[src/rtl/hazard_scoreboard.sv]
// Register hazard scoreboard: tracks in-flight destination registers with a latency
// countdown and produces issue stall and per-source forwarding selects.
module hazard_scoreboard #(
    parameter int REGFILE_LEN          = 5,
    parameter int NUM_SRC              = 2,
    parameter int LAT_WIDTH            = 3,
    parameter int FORWARD_SELECT_WIDTH = 2
) (
    input  logic                                   clk,
    input  logic                                   rst_n,
    input  logic                                   issue_valid,
    input  logic [REGFILE_LEN-1:0]                 issue_rd,
    input  logic [LAT_WIDTH-1:0]                   issue_lat,
    input  logic [NUM_SRC*REGFILE_LEN-1:0]         src_addr,
    input  logic                                   wb_valid,
    input  logic [REGFILE_LEN-1:0]                 wb_rd,
    input  logic                                   flush,
    output logic                                   stall,
    output logic [NUM_SRC*FORWARD_SELECT_WIDTH-1:0] forward_sel,
    output logic [REGFILE_LEN:0]                   pending_count
);

    localparam int NUM_ENTRIES = 1 << REGFILE_LEN;
    localparam logic [FORWARD_SELECT_WIDTH-1:0] FWD_RESULT = FORWARD_SELECT_WIDTH'(2);
    localparam logic [FORWARD_SELECT_WIDTH-1:0] FWD_WB     = FORWARD_SELECT_WIDTH'(1);

    logic [NUM_ENTRIES-1:0] r_pending;
    logic [LAT_WIDTH-1:0]   r_cnt [NUM_ENTRIES];
    logic [REGFILE_LEN:0]   r_pending_count;

    logic                   w_any_hazard;
    logic                   w_waw;
    logic                   w_accept;
    logic [LAT_WIDTH-1:0]   w_load_cnt;
    logic [NUM_ENTRIES-1:0] w_pend_nxt;
    logic [LAT_WIDTH-1:0]   w_cnt_nxt [NUM_ENTRIES];
    logic [REGFILE_LEN:0]   w_count_nxt;

    // Source checks: a writeback to the same register resolves the hazard this cycle.
    always_comb begin
        w_any_hazard = 1'b0;
        forward_sel  = '0;
        for (int s = 0; s < NUM_SRC; s++) begin
            logic [REGFILE_LEN-1:0] src;
            logic                   wb_hit;
            src    = src_addr[s*REGFILE_LEN +: REGFILE_LEN];
            wb_hit = wb_valid && (wb_rd == src);
            if (src != '0) begin
                if (wb_hit) begin
                    forward_sel[s*FORWARD_SELECT_WIDTH +: FORWARD_SELECT_WIDTH] = FWD_WB;
                end else if (r_pending[src] && (r_cnt[src] == '0)) begin
                    forward_sel[s*FORWARD_SELECT_WIDTH +: FORWARD_SELECT_WIDTH] = FWD_RESULT;
                end
                if (r_pending[src] && (r_cnt[src] != '0) && !wb_hit) begin
                    w_any_hazard = 1'b1;
                end
            end
        end
        w_waw = (issue_rd != '0) && r_pending[issue_rd] && !(wb_valid && (wb_rd == issue_rd));
        stall = rst_n && issue_valid && (w_any_hazard || w_waw);
        if (!rst_n) begin
            forward_sel = '0;
        end
    end

    // Next-state: decrement, then writeback and flush clears, then an accepted issue wins.
    always_comb begin
        w_accept    = issue_valid && !stall && (issue_rd != '0) && !flush;
        w_load_cnt  = (issue_lat == '0) ? '0 : issue_lat - LAT_WIDTH'(1);
        w_count_nxt = '0;
        for (int i = 0; i < NUM_ENTRIES; i++) begin
            w_pend_nxt[i] = r_pending[i];
            w_cnt_nxt[i]  = (r_cnt[i] != '0) ? r_cnt[i] - LAT_WIDTH'(1) : '0;
            if (wb_valid && (wb_rd == REGFILE_LEN'(i))) begin
                w_pend_nxt[i] = 1'b0;
                w_cnt_nxt[i]  = '0;
            end
            if (flush && (r_cnt[i] != '0)) begin
                w_pend_nxt[i] = 1'b0;
                w_cnt_nxt[i]  = '0;
            end
            if (w_accept && (issue_rd == REGFILE_LEN'(i))) begin
                w_pend_nxt[i] = 1'b1;
                w_cnt_nxt[i]  = w_load_cnt;
            end
            w_count_nxt = w_count_nxt + (REGFILE_LEN+1)'(w_pend_nxt[i]);
        end
    end

    always_ff @(posedge clk) begin
        if (!rst_n) begin
            r_pending       <= '0;
            r_pending_count <= '0;
            for (int i = 0; i < NUM_ENTRIES; i++) begin
                r_cnt[i] <= '0;
            end
        end else begin
            r_pending       <= w_pend_nxt;
            r_pending_count <= w_count_nxt;
            for (int i = 0; i < NUM_ENTRIES; i++) begin
                r_cnt[i] <= w_cnt_nxt[i];
            end
        end
    end

    assign pending_count = r_pending_count;

endmodule

[config.mk]
export PLATFORM = sky130hd
export DESIGN_NAME = hazard_scoreboard
export DESIGN_NICKNAME = d
export VERILOG_FILES = /design/src/rtl/hazard_scoreboard.sv
export SDC_FILE = /design/constraint.sdc
export NUM_CORES = 1
export LEC_CHECK = 0
export BUFFER_PORTS_ARGS = -buffer_cell sky130_fd_sc_hd__buf_2
export CORE_MARGIN = 2
export CORE_UTILIZATION = 30
export CTS_BUF_LIST = sky130_fd_sc_hd__clkbuf_4
export DETAILED_ROUTE_END_ITERATION = 10
export MAX_ROUTING_LAYER = met4
export PLACE_DENSITY_LB_ADDON = 0.12
export SLEW_MARGIN = 25
export SYNTH_ARGS = -nofsm -noshare
export SYNTH_HDL_FRONTEND = slang
export SYNTH_SLANG_ARGS = --single-unit
[constraint.sdc]
create_clock -name clk -period 15.55 [get_ports clk]
set_input_delay 0 -clock clk [delete_from_list [all_inputs] [get_ports clk]]
set_output_delay 0 -clock clk [all_outputs]
set_load 0.02 [all_outputs]
Word-level counts from Yosys, hierarchy flattened
Memories as Yosys holds them, arrays and structs flattened.
Cells that the tools add are included.
Cells by class
  add/subtract/negate cells: 64
  $lt $le $gt $ge: 3
  eq/ne operators: 65
  muxes and demuxes: 276
  bitwise operators: 32
  reduce and logical (&&, ||, !) cells: 160
Operators by type and width (count)
  two-way mux 3 bit: 161
  == test 5 bit (second input constant): 32
  adder 6 x 1 -> 6 bit: 26
  logical AND 1 bit: 112
  two-way mux 1 bit: 105
  nonzero test 3 bit: 34
  subtractor 3 x 1 -> 3 bit (second input constant): 33
  == test 5 x 4 -> 1 bit (second input constant): 16
  == test 5 x 3 -> 1 bit (second input constant): 8
  OR 1 bit: 32
  == test 5 x 2 -> 1 bit (second input constant): 4
  less-than comparator 5 x 6 -> 1 bit (second input constant): 3
  binary-select mux 1 bit (select 5 bit): 3
  == test 5 bit: 3
  nonzero test 5 bit: 3
  two-way mux 2 bit: 6
  == test 5 x 1 -> 1 bit (second input constant): 2
  zero test 5 bit: 2
  zero test 3 bit: 3
  adder 5 x 1 -> 6 bit: 1
  adder 4 x 1 -> 5 bit: 1
  zero test 1 bit: 5
  adder 3 x 1 -> 4 bit: 1
  two-way mux 4 bit: 1
  other kinds (3): 3
Storage, ports and cells
  bits in registers: 38
  RAM bits: 96
  input bits: 28
  output and inout bits: 11
  logic and storage cells: 603
  memories kept: 1
Memory list
  r_cnt: words 32, bits a word 3, rd ports 34, clocked after Yosys merged registers in 0, write ports 32, RTL line 28  | logic [LAT_WIDTH-1:0] r_cnt [NUM_ENTRIES];

Logic depth before layout (Yosys ltp)
Gate-level depths: netlist (run 1).
  word-level depth: 47
  mapped depth: 27
  mapped depth without buffers: 24

Worst setup path before layout (run 1)
OpenSTA, ideal clock, no wires.
  path type: reg-to-reg
  start: memory r_cnt[19][1]
  end: register r_pending_count[4], in the netlist pending_count[4]
  library setup time: 115 ps
  arrival time: 6666 ps
  path slack: 8769 ps
  cell stages (with the launch flop): 25
  buffers on the path: 1
  period minus slack after synthesis: 6781 ps
  cells stage by stage: dfxtp_1 > mux4_2 > a21oi_1 > o21ai_0 > o311a_1 > o2111ai_2 > nand4b_4 > buf_4 > nor3_4 > nor2_1 > fa_1 > inv_1 > fa_1 > fa_1 > fa_1 > inv_1 > fa_1 > fa_1 > inv_1 > ha_1 > fa_1 > a21o_1 > a21oi_1 > xnor2_1 > and2_1
RTL lines
  start, declared: RTL line 28
  end signal, assigned: RTL line 99  | r_pending_count <= w_count_nxt;
  end, declared: RTL line 29  | logic [REGFILE_LEN:0] r_pending_count;

==> results of run 1 <==
cells by family (layout without fill, tap and decap cells):
logic type / count (synthesis) / in the layout / synth area share, %
multiplexers: 129 / 129 / 16.7
AO/OA/AOI/OAI: 149 / 149 / 9.70
flip-flops: 134 / 134 / 26.0
AND/OR/NAND/NOR: 464 / 464 / 26.1
XOR/XNOR: 17 / 17 / 1.44
other: 0 / 1 / 0
buffers and inverters: 187 / 195 / 7.14
adder cells (fa/ha/maj): 93 / 93 / 13.0
per-stage QoR:
| stage | hold WS (ns) | cell area (um2) | util, % |
|---|---|---|---|
| after floorplan | 0.154 | 10300 | - |
| after global placement | 0.422 | 10900 | 32.2 |
| after detailed placement | 0.418 | 10900 | 32.2 |
| after CTS | 0.0750 | 11200 | 33.1 |
| after global routing | 0.136 | 11200 | 33.2 |
| final | 0.137 | 11200 | 33.2 |
power by group through the flow:
stage,clock [mW],sequential [mW],combinational (mW)
after global routing,0.295,0.347,0.109
after floorplan,0,0.355,0.0650
final,0.275,0.347,0.101
after global placement,0,0.355,0.101
after CTS,0.285,0.347,0.101
after detailed placement,0,0.354,0.100
synth_stat cells (all sizes together), types with 12 or more instances:
library cell / count
dfxtp: 134
nand2: 128
inv: 119
nor2: 89
ha: 69
a21oi: 68
mux2i: 67
nor3: 49
clkbuf: 42
nand3: 34
and2: 32
or4: 32
mux2: 31
mux4: 31
nor4: 31
buf: 26
fa: 24
o21a: 24
or2: 14
xor2: 13
nand2b: 12
state kept, by name, summed over array words and instances (netlist names):
name           flops
pending_count      6
r_cnt             96
r_pending         32
layout make-up:
cell class	instances	area [um2]	share of cell area (%)
antenna	1	2.50	0.0224
clock buffer	18	135	1.21
clock inverter	12	161	1.44
inverter	119	447	4.00
multi-input combinational	852	6930	62.0
sequential	134	2680	24.0
tap	448	561	5.02
timing repair buffer	46	255	2.28
metal layers:
metal,share of wire [%],routed length (um),GRT usage [%]
met5,0,0,-
met4,1.4,490,5.22
met3,4.3,1550,2.79
met2,45,16100,31.9
met1,50,17800,30.0
how the worst max path moves through the flow:
stage                       startpoint                to  cells past startpoint  slack (ns)
final                     r_cnt[14][0]  pending_count[4]                     23        7.40
after global routing      r_cnt[14][0]  pending_count[4]                     23        7.01
after CTS                 r_cnt[14][0]  pending_count[4]                     23        7.47
after detailed placement   issue_rd[0]  pending_count[4]                     24        7.34
after global placement     issue_rd[0]  pending_count[4]                     24        7.38
after floorplan           r_cnt[19][1]  pending_count[4]                     24        8.77
timing repair:
action / 4_1_cts / 5_1_grt
gates resized for setup: 0 / 0
hold buffers: 1 / 0
endpoints found under the hold margin: 20 / 0
critical path: stages (launching register included):
cell,delay [ns]
dfxtp_1,0.37
nor3_1,0.41
a2111oi_0,0.20
a2111oi_0,0.62
a311oi_1,0.19
o2111ai_2,0.32
nand4b_4,0.78
nor3_4,0.58
nor2_1,0.12
fa_1,0.52
inv_1,0.06
fa_1,0.50
fa_1,0.52
fa_1,0.55
inv_1,0.06
fa_1,0.53
fa_1,0.52
inv_1,0.04
ha_1,0.22
fa_1,0.40
a21o_1,0.17
a21oi_1,0.16
xnor2_1,0.07
and2_1,0.14
==> impl_metrics.py, run 1 <==
metrics = {
    "outcome": {
        "status": "completed",
    },
    "sta": {
        "tightest_slew_ns": 0.997,
        "finalCritPeriodShare_pct": 52.4,
        "report.final.slew_viol_count": 0,
        "finalHoldViolCount": 0,
        "layout_min_cycle_time_ns": 8.15,
        "slew_headroom_pct": 33.5,
        "finClkSkew_ns": 0.0369,
        "finalSetupViolations": 0,
        "setup_ws_ns": 7.40,
        "rsz0062_at_grt": "false",
        "timing.fmax_ghz": 0.123,
        "setup_tns_ns": 0,
    },
    "logic_synthesis": {
        "avgSynthCellArea_um2": 8.81,
        "ys_warn_count": 0,
        "ys_top_cells_by_area": "dfxtp_1 26%, ha_1 8.4%, mux4_2 6.8%",
        "yosysUniqueCellTypes": 67,
        "yosysSeqAreaShare_pct": 26.0,
        "synth-edff-count": 0,
        "synth_fp_nets": 1294,
        "synth_top_cell_area_share_pct": 26.0,
        "postSynthCellCount": 1173,
        "synthFlopType": "dfxtp_1",
        "synth_seq_cells": 134,
        "yosysTopAreaCell": "dfxtp_1",
        "syn-cell-area_um2": 10300,
        "async_flop_share_pct": 0,
    },
    "power": {
        "power.share.switching_pct": 31.0,
        "pwr-share-seq_pct": 48.0,
        "clkPwrFrac_pct": 38.1,
        "total_power_mw": 0.723,
        "leakage_nw": 4.85,
        "power_frac_comb_pct": 13.9,
        "p_switching_mw": 0.224,
        "intPower_mw": 0.498,
        "power_density_nw_per_um2": 64.7,
        "peakVddDrop_mv": 0.0408,
    },
    "global_routing": {
        "grt_overflow_total": 0,
        "antenna_found_initial": 1,
        "grt_pass1_vias": 8287,
        "grt_max_degree": 71,
        "grtUsageTotal_pct": 21.2,
        "grt_pass1_wl_um": 54800,
    },
    "die": {
        "boundaryPins": 39,
        "die_w_um": 190,
        "fp-row-count": 67,
        "dieArea_um2": 36000,
        "fp.coreArea_um2": 33700,
        "die_h_um": 190,
        "initial_utilization_pct": 30.7,
    },
    "detailed_routing": {
        "vias": 8579,
        "dr.pass1.iters": 5,
        "wl_um": 35900,
        "final_antenna_net_count": 0,
        "drc": 0,
        "first_iter_violations": 684,
        "routed_via_density": 5.26,
        "wl_per_cell_um": 22.0,
    },
    "clock_tree": {
        "worstSkewPairLatency_ns": 0.63,
        "clk_path_buf_depth": 2,
        "root_buffer": "clkbuf_4",
        "clk_pin_slew_ns": 0.15,
        "cts_tree": "done",
        "cts_setup_buffers": 0,
        "cts_buffers": 17,
        "htreeDepth": 4,
        "clkSinkCount": 134,
    },
    "setup_path": {
        "r2r_start": "r_cnt[14][0]",
        "critical_path_class": "reg2reg",
        "critPathLaunchType": "flop",
        "r2r_cells": 23,
        "cp.arrival_ns": 8.66,
        "critical_path_required_ns": 16.05,
        "crit_fanout": 26,
        "r2r-end": "pending_count[4]",
        "setup.worst_path.end_class": "flop",
        "ff2ff_setup_slack_ns": 7.40,
    },
    "finish": {
        "area_delta_synth_final_pct": 8.09,
        "nets": 1291,
        "final_common_cell": "dfxtp_1",
        "drive_above_1_share_pct": 15.2,
        "fillers": 3523,
        "final_cell_mix": "134 x dfxtp_1, 127 x nand2_1, 119 x inv_1",
        "fin_cells": 1630,
    },
    "worst_hold_path": {
        "whs_endpoint": "r_cnt[1][0]",
        "hold_path_class": "in2reg",
        "hp-start": "wb_rd[3]",
        "min_delay_path_depth": 4,
    },
    "place": {
        "place_inst": 1598,
        "place_ws_ns": 7.34,
        "dp_hpwl_um": 25900,
        "gp_congestion": 0.863,
        "io_buffer_count": 38,
    },
    "run": {
        "drv_cap": 0,
    },
}
No activity file was read; power rests on OpenSTA's default activity.
==> run 2, diff against run 1 <==
==> constraint.sdc (replaced) <==
create_clock -name clk -period 8.2 [get_ports clk]
set_input_delay 0 -clock clk [delete_from_list [all_inputs] [get_ports clk]]
set_output_delay 0 -clock clk [all_outputs]
set_load 0.02 [all_outputs]
==> run 2 against run 1 <==
Effect of this change: critical path depth shrank 1; global-route usage is essentially flat; clock skew shrank 0.0067 ns; clock power grew 81%; core utilization grew 0.52 points; critical path type unchanged; largest power group unchanged; highest routed layer unchanged.
==> impl_metrics.py, run 2 (synthesis results as in run 1) <==
metrics = {
    "outcome": {
        "status": "completed",
    },
    "die": {
        "dieArea_um2": 36000,
        "die_w_um": 190,
        "initial_utilization_pct": 30.7,
        "die_h_um": 190,
        "fp-row-count": 67,
        "fp.coreArea_um2": 33700,
        "boundaryPins": 39,
    },
    "clock_tree": {
        "cts_tree": "done",
        "clk_pin_slew_ns": 0.14,
        "hold_buffers": 2,
        "cts_buffers": 17,
        "clk_path_buf_depth": 2,
        "cts_setup_buffers": 0,
        "clkSinkCount": 134,
        "root_buffer": "clkbuf_4",
        "cts_resized": 0,
        "htreeDepth": 4,
        "worstSkewPairLatency_ns": 0.62,
    },
    "setup_path": {
        "setup.worst_path.end_class": "flop",
        "cp.arrival_ns": 8.16,
        "critical_path_class": "reg2reg",
        "critical_path_required_ns": 8.71,
        "critPathLaunchType": "flop",
        "crit_fanout": 7,
    },
    "finish": {
        "design_area_um2": 11300,
        "largest-register": "r_cnt",
        "largest_register_ffs": 96,
        "area_delta_synth_final_pct": 9.79,
        "nets": 1314,
        "final_common_cell": "dfxtp_1",
        "drive_above_1_share_pct": 17.0,
        "final_cell_mix": "134 x dfxtp_1, 127 x nand2_1, 119 x inv_1",
    },
    "sta": {
        "rsz0062_at_grt": "false",
        "tightest_slew_ns": 1.00,
        "finClkSkew_ns": 0.0302,
        "setup_ws_ns": 0.553,
        "timing.fmax_ghz": 0.131,
        "slew_headroom_pct": 33.2,
        "setup_tns_ns": 0,
        "report.final.slew_viol_count": 0,
        "finalSetupViolations": 0,
        "layout_min_cycle_time_ns": 7.65,
        "finalCritPeriodShare_pct": 93.3,
        "finalHoldViolCount": 0,
    },
    "global_routing": {
        "grt_pass1_wl_um": 54900,
        "grt_max_degree": 62,
        "grt_overflow_total": 0,
        "grtUsageTotal_pct": 21.2,
        "grt_pass1_vias": 8434,
        "antenna_found_initial": 2,
    },
    "detailed_routing": {
        "drc": 0,
        "dr.pass1.iters": 5,
        "routed_via_density": 5.22,
        "wl_um": 35900,
        "vias": 8646,
        "first_iter_violations": 626,
        "final_antenna_net_count": 0,
        "wl_per_cell_um": 21.7,
    },
    "run": {
        "drv_cap": 0,
    },
    "place": {
        "place_ws_ns": 0.484,
        "io_buffer_count": 38,
        "place_area_um2": 11000,
        "gp_congestion": 0.865,
        "dp_hpwl_um": 27100,
    },
    "worst_hold_path": {
        "hold_path_class": "in2reg",
    },
    "power": {
        "power_density_nw_per_um2": 119,
        "leakage_nw": 4.96,
        "peakVddDrop_mv": 0.0788,
    },
}
-- run 2: changes by cell type in the layout (fill, tap and decap cells not counted) --
cell           change
diode_2            +2
clkinvlp_4         +1
buf_4             +22
inv_6              +1
clkinv_1           -2
bufinv_16          -1
clkinv_4           +2
dlygate4sd3_1      +1
-- run 2: layout make-up --
type	count	area [um2]
Clock inverter	13	158
Antenna cell	3	7.51
Inverter	119	447
Fill cell	3570	22400
Clock buffer	18	135
Timing Repair Buffer	69	430
Tap cell	448	561
Sequential cell	134	2680
Multi-Input combinational cell	852	6930
-- run 2: final timing paths --
kind                 endpoint  slack [ns]  depth (start not counted)         start
max          pending_count[4]        0.55                         22  r_cnt[14][0]
min              r_cnt[17][2]        0.14                          4   issue_rd[4]
max reg2reg  pending_count[4]        0.55                         22  r_cnt[14][0]
min reg2reg       r_cnt[0][0]        0.50                          1   r_cnt[0][0]
-- run 2: critical path, cell delays in order (launching register included) --
cell	delay (ns)
dfxtp_1	0.36
nor3_1	0.51
a2111oi_0	0.19
a2111oi_0	0.46
a311oi_1	0.15
o2111ai_2	0.30
nand2_1	0.30
or4_1	0.77
nand2_1	0.18
fa_1	0.47
fa_1	0.54
fa_1	0.44
fa_1	0.55
inv_1	0.06
fa_1	0.52
fa_1	0.53
inv_1	0.05
ha_1	0.21
fa_1	0.40
a21o_1	0.17
a21oi_1	0.16
xnor2_1	0.07
and2_1	0.14
-- run 2: metal layers --
metal	vias up	global-route usage, %	share of wire (%)
li1	4119	-	-
met1	4231	30.1	49
met2	262	31.7	44
met3	34	2.79	4.9
met4	0	5.43	1.6
met5	-	-	0
-- run 2: where the power goes --
group / switching (mW) / leakage [nW] / total [mW] / internal [mW]
clock network: 0.286 / 0.152 / 0.498 / 0.212
logic: 0.137 / 3.73 / 0.194 / 0.0571
registers: 0.00318 / 1.08 / 0.658 / 0.655
-- run 2: stage by stage --
stage / total power, mW / hold WS, ns / instances / util (%)
floorplan: 0.796 / 0.154 / 1173 / -
global placement: 0.867 / 0.423 / 1620 / 32.7
detailed placement: 0.865 / 0.417 / 1620 / 32.7
CTS: 1.37 / 0.0700 / 1653 / 33.7
global route: 1.41 / 0.112 / 1655 / 33.7
finish: 1.35 / 0.139 / 1656 / 33.7
